<file path="config.mk">
export PLATFORM = sky130hd
export DESIGN_NAME = debounce_bank
export DESIGN_NICKNAME = d
export VERILOG_FILES = /design/src/rtl/debounce_bank.sv
export SDC_FILE = /design/constraint.sdc
export NUM_CORES = 1
export LEC_CHECK = 0
export BUFFER_PORTS_ARGS = -buffer_cell sky130_fd_sc_hd__buf_2
export CAP_MARGIN = 5
export CELL_PAD_IN_SITES_DETAIL_PLACEMENT = 1
export CELL_PAD_IN_SITES_GLOBAL_PLACEMENT = 1
export CORE_MARGIN = 2
export CORE_UTILIZATION = 48
export DETAILED_ROUTE_END_ITERATION = 6
export PLACE_DENSITY_LB_ADDON = 0.1
export SYNTH_ARGS = -nofsm -noshare
export SYNTH_HDL_FRONTEND = slang
export SYNTH_SLANG_ARGS = --single-unit
</file>
<file path="constraint.sdc">
create_clock -name clk -period 3.12 [get_ports clk]
set_clock_uncertainty 0.2 [all_clocks]
set_input_delay 0.312 -clock clk [delete_from_list [all_inputs] [get_ports clk]]
set_output_delay 0.312 -clock clk [all_outputs]
set_load 0.02 [all_outputs]
</file>
<file path="src/rtl/debounce_bank.sv">
// ---------------------------------------------------------------------------
// debounce_bank
//   Multi-channel switch debouncer. Each channel synchronises its raw switch
//   input, then runs a small IDLE/ACTIVE FSM with a down-counter driven by a
//   shared count-enable tick.
//     MODE 0 (LOCKOUT): a change is passed to out at once, after which the
//                       input is ignored for STABLE_CNT+1 ticks.
//     MODE 1 (STABLE) : a change is passed to out only after the synchronised
//                       input has differed from out for STABLE_CNT+2 edges
//                       (with tick=1); any bounce back restarts the wait.
//
// Ports
//   clk   : single clock, all logic on posedge
//   rst   : asynchronous active-high reset
//   tick  : count enable shared by all channels (tie 1 for per-cycle counting)
//   sw    : raw asynchronous switch inputs, one bit per channel
//   out   : debounced level per channel
//   rise  : registered one-cycle pulse when out goes 0->1
//   fall  : registered one-cycle pulse when out goes 1->0
//   busy  : channel FSM is in its ACTIVE (lockout / counting) state
// ---------------------------------------------------------------------------
module debounce_bank #(
    parameter int CHANNELS    = 4,
    parameter int CNT_W       = 16,
    parameter int STABLE_CNT  = 3,
    parameter int SYNC_STAGES = 2,
    parameter int MODE        = 0
) (
    input  logic                clk,
    input  logic                rst,
    input  logic                tick,
    input  logic [CHANNELS-1:0] sw,
    output logic [CHANNELS-1:0] out,
    output logic [CHANNELS-1:0] rise,
    output logic [CHANNELS-1:0] fall,
    output logic [CHANNELS-1:0] busy
);

    typedef enum logic {
        IDLE   = 1'b0,
        ACTIVE = 1'b1
    } state_t;

    localparam logic [CNT_W-1:0] RELOAD = CNT_W'(STABLE_CNT);

    for (genvar i = 0; i < CHANNELS; i++) begin : g_ch
        logic [SYNC_STAGES-1:0] sync_q;
        logic                   sw_s;
        state_t                 state_q, state_d;
        logic [CNT_W-1:0]       cnt_q, cnt_d;
        logic                   out_q, out_d;
        logic                   rise_q, fall_q;

        // Synchroniser chain. The flops carry a reset so a switch held high
        // through reset still appears as a clean 0->1 change afterwards.
        // NOTE: sequential state uses non-blocking (<=) so every flop samples
        // the pre-edge value of its neighbour; blocking here would collapse
        // the chain into a single stage.
        always_ff @(posedge clk or posedge rst) begin
            if (rst) begin
                sync_q <= '0;
            end else begin
                sync_q[0] <= sw[i];
                for (int s = 1; s < SYNC_STAGES; s++) begin
                    sync_q[s] <= sync_q[s-1];
                end
            end
        end

        assign sw_s = sync_q[SYNC_STAGES-1];

        // State, counter, level and edge-pulse registers.
        always_ff @(posedge clk or posedge rst) begin
            if (rst) begin
                state_q <= IDLE;
                cnt_q   <= RELOAD;
                out_q   <= 1'b0;
                rise_q  <= 1'b0;
                fall_q  <= 1'b0;
            end else begin
                state_q <= state_d;
                cnt_q   <= cnt_d;
                out_q   <= out_d;
                // Pulses are derived from the level about to be registered,
                // so they line up with the first cycle of the new out value.
                rise_q  <= out_d & ~out_q;
                fall_q  <= ~out_d & out_q;
            end
        end

        // Next-state logic.
        // NOTE: every output of this block is given its hold value first, so
        // no path leaves a signal unassigned and no latch is inferred.
        always_comb begin
            state_d = state_q;
            cnt_d   = cnt_q;
            out_d   = out_q;

            unique case (state_q)
                IDLE: begin
                    if (sw_s != out_q) begin
                        state_d = ACTIVE;
                        cnt_d   = RELOAD;
                        if (MODE == 0) begin
                            out_d = sw_s;
                        end
                    end
                end

                ACTIVE: begin
                    if (MODE != 0 && sw_s == out_q) begin
                        // Bounce back before the period ended: abandon.
                        state_d = IDLE;
                        cnt_d   = RELOAD;
                    end else if (tick) begin
                        if (cnt_q != '0) begin
                            cnt_d = cnt_q - CNT_W'(1);
                        end else begin
                            state_d = IDLE;
                            cnt_d   = RELOAD;
                            if (MODE != 0) begin
                                out_d = sw_s;
                            end
                        end
                    end
                end

                default: begin
                    state_d = IDLE;
                    cnt_d   = RELOAD;
                end
            endcase
        end

        assign out[i]  = out_q;
        assign rise[i] = rise_q;
        assign fall[i] = fall_q;
        assign busy[i] = (state_q == ACTIVE);
    end

endmodule

</file>
======== Word-level counts from Yosys, hierarchy flattened ========
Index checks and enable logic that the tools add are counted.
storage, ports and cells
  flip-flop bits (word level) ............. 88
  input port bits ......................... 7
  logic and storage cells ................. 108
cells by class
  $add $sub $neg .......................... 4
  equal/unequal tests ..................... 12
  multiplexer cells ....................... 40
  bitwise gates (word level) .............. 20
  reductions and logical operators ........ 8
operators by type and width
  cell                                                                  count
  16-bit 2-to-1 mux                                                     12
  16-bit one-hot mux with 2 select lines                                4
  16-bit nonzero test                                                   4
  16-bit by 1-bit subtractor with 16-bit output, second input constant  4
  1-bit 2-to-1 mux                                                      20
  2-bit != test, second input constant                                  8
  1-bit inverter                                                        12
  1-bit bitwise AND                                                     8
  1-bit one-hot mux with 2 select lines                                 4
  2-bit AND reduction                                                   4
  1-bit != test                                                         4

======== Logic depth before layout (Yosys ltp) ========
  depth after elaboration ................. 5
  depth in mapped cells ................... 8

======== Least setup slack after synthesis ========
No wires, ideal clock.
  path kind ............................... flip-flop to flip-flop
  from .................................... register g_ch[3].cnt_q[0]
  to ...................................... register g_ch[3].cnt_q[2]
  setup time .............................. 121 ps
  data arrival time ....................... 2103 ps
  slack ................................... 696 ps
  stages on the path, launching flop included .. 8
  cells stage by stage .................... dfstp_2 > inv_1 > ha_1 > or4b_1 > or2_1 > o31a_1 > buf_2 > a22o_1
between the ends
  longest elaborated chain between the ends .. 4
ends and longest elaborated chain
  what                                                                                         RTL line  source
  start, declared                                                                              50        logic [CNT_W-1:0] cnt_q, cnt_d;
  start signal, assigned                                                                       82        cnt_q <= cnt_d;
  16-bit by 1-bit subtractor with 16-bit output / 16-bit nonzero test (equally long branches)  117, 116
  16-bit 2-to-1 mux (*)                                                                        116       if (cnt_q != '0) begin
  16-bit 2-to-1 mux (*)                                                                        115       end else if (tick) begin
  16-bit one-hot mux with 2 select lines (*)                                                   99        unique case (state_q)
Mark *: on every way between the ends. The rest lies on a longest branch, timed or not. The select of a mux whose other input is x is not followed.
A chain may end at the register's enable or synchronous reset.

======== Worst setup path in the final report ========
  from .................................... register g_ch[3].cnt_q[1]
  to ...................................... register g_ch[3].cnt_q[9]
Same word-level chain as after synthesis.

==> results.cfg <==
[yosys]
syn_nets = 479
yosysSeqAreaShare = 0.498
synthFlopType = dfrtp_1
synth-edff-count = 0
synth.cell_area_sq_um = 4440
synthArstFlopShare = 1.00
synth_seq_cells = 88
synth_warnings = 0
yosysUniqueCellTypes = 56
syn_avg_cell_area_sq_um = 9.50
syn_inst = 468

[finish]
drive_above_1_share = 0.139
diodes = 0
final_nets = 496
syn_to_final_growth_pct = 9.52
layout.cells.non_filler = 601

[status]
outcome = finished, final reports clean

[cts]
cts_buffers = 9
cts-htree-levels = 3
cts_resized = 0
clkSlewWorstSetupHoldPaths_ps = 90
clock_sinks = 88
clkLatencyLatePin_ps = 360
cts-root-buf = clkbuf_8
cts_setup_buffers = 0
cts_tree = done
cts_buffer_depth = 2

[floorplanning]
dieArea_sq_um = 10000
io_pins = 23
die_x_um = 100
num_rows = 35
start_util = 0.488
die_h_um = 100
core_area_sq_um = 9110

[sta]
worstMarginPinSlew_ps = 880
setup_viol = 0
rsz0062_at_grt = no
setup-tns-final_ps = 0
holdWs_ps = 154
hold_viol_final = 0
timing.fmax_mhz = 383
fin_crit_ps = 2610
post-route-period-util = 0.837
maxSlewHeadroom = 0.411
slew_violations = 0

[worst_setup_path]
worst_r2r_path_depth = 7
critPathArrivalTime_ps = 2670
crit_chain = inv_1, ha_1, or4b_1, or2_1, o31ai_4, o21ai_0, a21o_1
worst-path-stages = 7
end_kind = register
rrSetupSlack_ps = 510
r2r-start = g_ch[3].cnt_q[1]
required_ps = 3170
path_class = reg2reg
start_kind = register
critPathMaxStageDelay_ps = 540
crit_path_end = g_ch[3].cnt_q[9]
critical_path_buf_inv_count = 1
critPathLaunch = g_ch[3].cnt_q[1]
critPathMaxFanout = 10
cp_slowest_cell = or4b_1
cp_top_family = simple AND/OR/NAND/NOR gates
r2r_end = g_ch[3].cnt_q[9]

[min_path]
hold_path_class = reg2reg

[grt]
grt_usage = 0.221
antenna_found_initial = 0
grt_pass1_wl_um = 17800
grt_pass1_vias = 3642
grt_max_degree = 67
overflow = 0

[routing]
drt_pre_antenna_iters = 4
detail-route-antenna-nets = 0
wirelength_um = 10200
wl_per_cell_um = 16.9
dr_total_vias = 3548
drt_iter0_drc = 93
drt-vias-per-instance = 5.90
drc = 0

[power]
p_leak_nw = 2.21
ir_worst_vdd_mv = 0.382
p_per_area_nw_per_um2 = 933
total_power_mw = 4.54

[place]
dp_hpwl_um = 7030
placedCellCount = 580
gp_congestion = 0.815
portBuffers = 22

[job]
drv_cap = 0
==> area by class of cell <==
class / instances / area [sq um]
fill: 1038 / 4240
tap: 111 / 139
clock inverter: 5 / 81.3
inverter: 17 / 65.1
clock buffer: 11 / 141
sequential: 88 / 2210
multi-input combinational: 333 / 1990
timing repair buffer: 36 / 240
==> through the flow <==
step                utilization  area (sq um)  setup WS (ps)
CTS                       0.534          4870            499
global placement          0.504          4590            611
detailed placement        0.504          4590            520
global route              0.534          4870            360
floorplan                     -          4440            343
finish                    0.534          4870            507
==> per-layer routing <==
layer | GRT usage | wire [um] | up-vias
met5 | 0 | 0 | -
met4 | 0.0748 | 146 | 0
met3 | 0.0265 | 296 | 11
met2 | 0.367 | 4910 | 48
met1 | 0.301 | 4810 | 1771
li1 | - | - | 1718
==> Yosys cell counts, types with 10 or more instances <==
| master | n | share of area |
|---|---|---|
| nor4_1 | 12 | 0.017 |
| buf_4 | 17 | 0.029 |
| dfrtp_1 | 80 | 0.45 |
| nor3_1 | 14 | 0.016 |
| inv_1 | 17 | 0.014 |
| or3_1 | 11 | 0.015 |
| nand2_1 | 43 | 0.036 |
| a21oi_1 | 30 | 0.034 |
| nand2b_1 | 12 | 0.017 |
| nor2_1 | 39 | 0.033 |
| a21o_1 | 10 | 0.017 |
| clkbuf_1 | 10 | 0.0084 |
| o21ai_0 | 44 | 0.050 |
| a31oi_1 | 10 | 0.014 |
| nand3_1 | 13 | 0.015 |
==> report_power, final <==
part	switching, mW	internal (mW)	leakage [nW]
logic	0.998	0.669	0.977
registers	0.447	1.55	1.13
clock network	0.405	0.473	0.110
==> state kept, by name, indices dropped and copies added, names as in the netlist <==
| register | cells |
|---|---|
| g_ch.cnt_q | 64 |
| g_ch.sync_q | 8 |
| g_ch.fall_q | 4 |
| g_ch.out_q | 4 |
| g_ch.rise_q | 4 |
| g_ch.state_q | 4 |
==> worst min-delay path by stage <==
stage | end | depth (start not counted) | slack (ps) | from
3_5_place_dp | g_ch[3].sync_q[1] | 2 | 120 | rst
6_report | g_ch[3].sync_q[1] | 0 | 150 | g_ch[3].sync_q[0]
5_1_grt | g_ch[0].sync_q[1] | 0 | 160 | g_ch[0].sync_q[0]
2_1_floorplan | g_ch[0].sync_q[1] | 0 | 130 | g_ch[0].sync_q[0]
3_3_place_gp | g_ch[3].sync_q[1] | 2 | 110 | rst
4_1_cts | g_ch[3].sync_q[1] | 0 | 160 | g_ch[3].sync_q[0]
==> placed cells by master, fill, tap and decap left out, types with 5 or more instances in the layout <==
master          n
nand3_1        13
o21ai_0        44
nor2_1         39
nor3_1         14
buf_2          22
dfstp_2         8
o31ai_1         9
a21o_1         10
inv_1          16
dlygate4sd3_1   5
nand4_1         6
nand2_1        43
xor2_1          6
a31oi_1        10
buf_4           8
or4_1           9
o311ai_0        6
clkbuf_8       10
nor4_1         12
dfrtp_1        80
a21oi_1        30
nor3b_1         5
or3_1          11
nand2b_1       12
==> cells by family after synthesis <==
logic type	synth area share
AO/OA/AOI/OAI	0.191
XOR/XNOR	0.0138
adder cells (fa/ha/maj)	0.0113
buffers and inverters	0.0549
flip-flops	0.498
multiplexers	0.00479
AND/OR/NAND/NOR	0.227
==> what timing repair did <==
action / 4_1_cts / 5_1_grt
hold endpoints to repair: 24 / 0
hold buffers: 5 / 0
endpoints found under the setup margin: 0 / 0
Note: power is estimated with default switching activity, not from simulation.
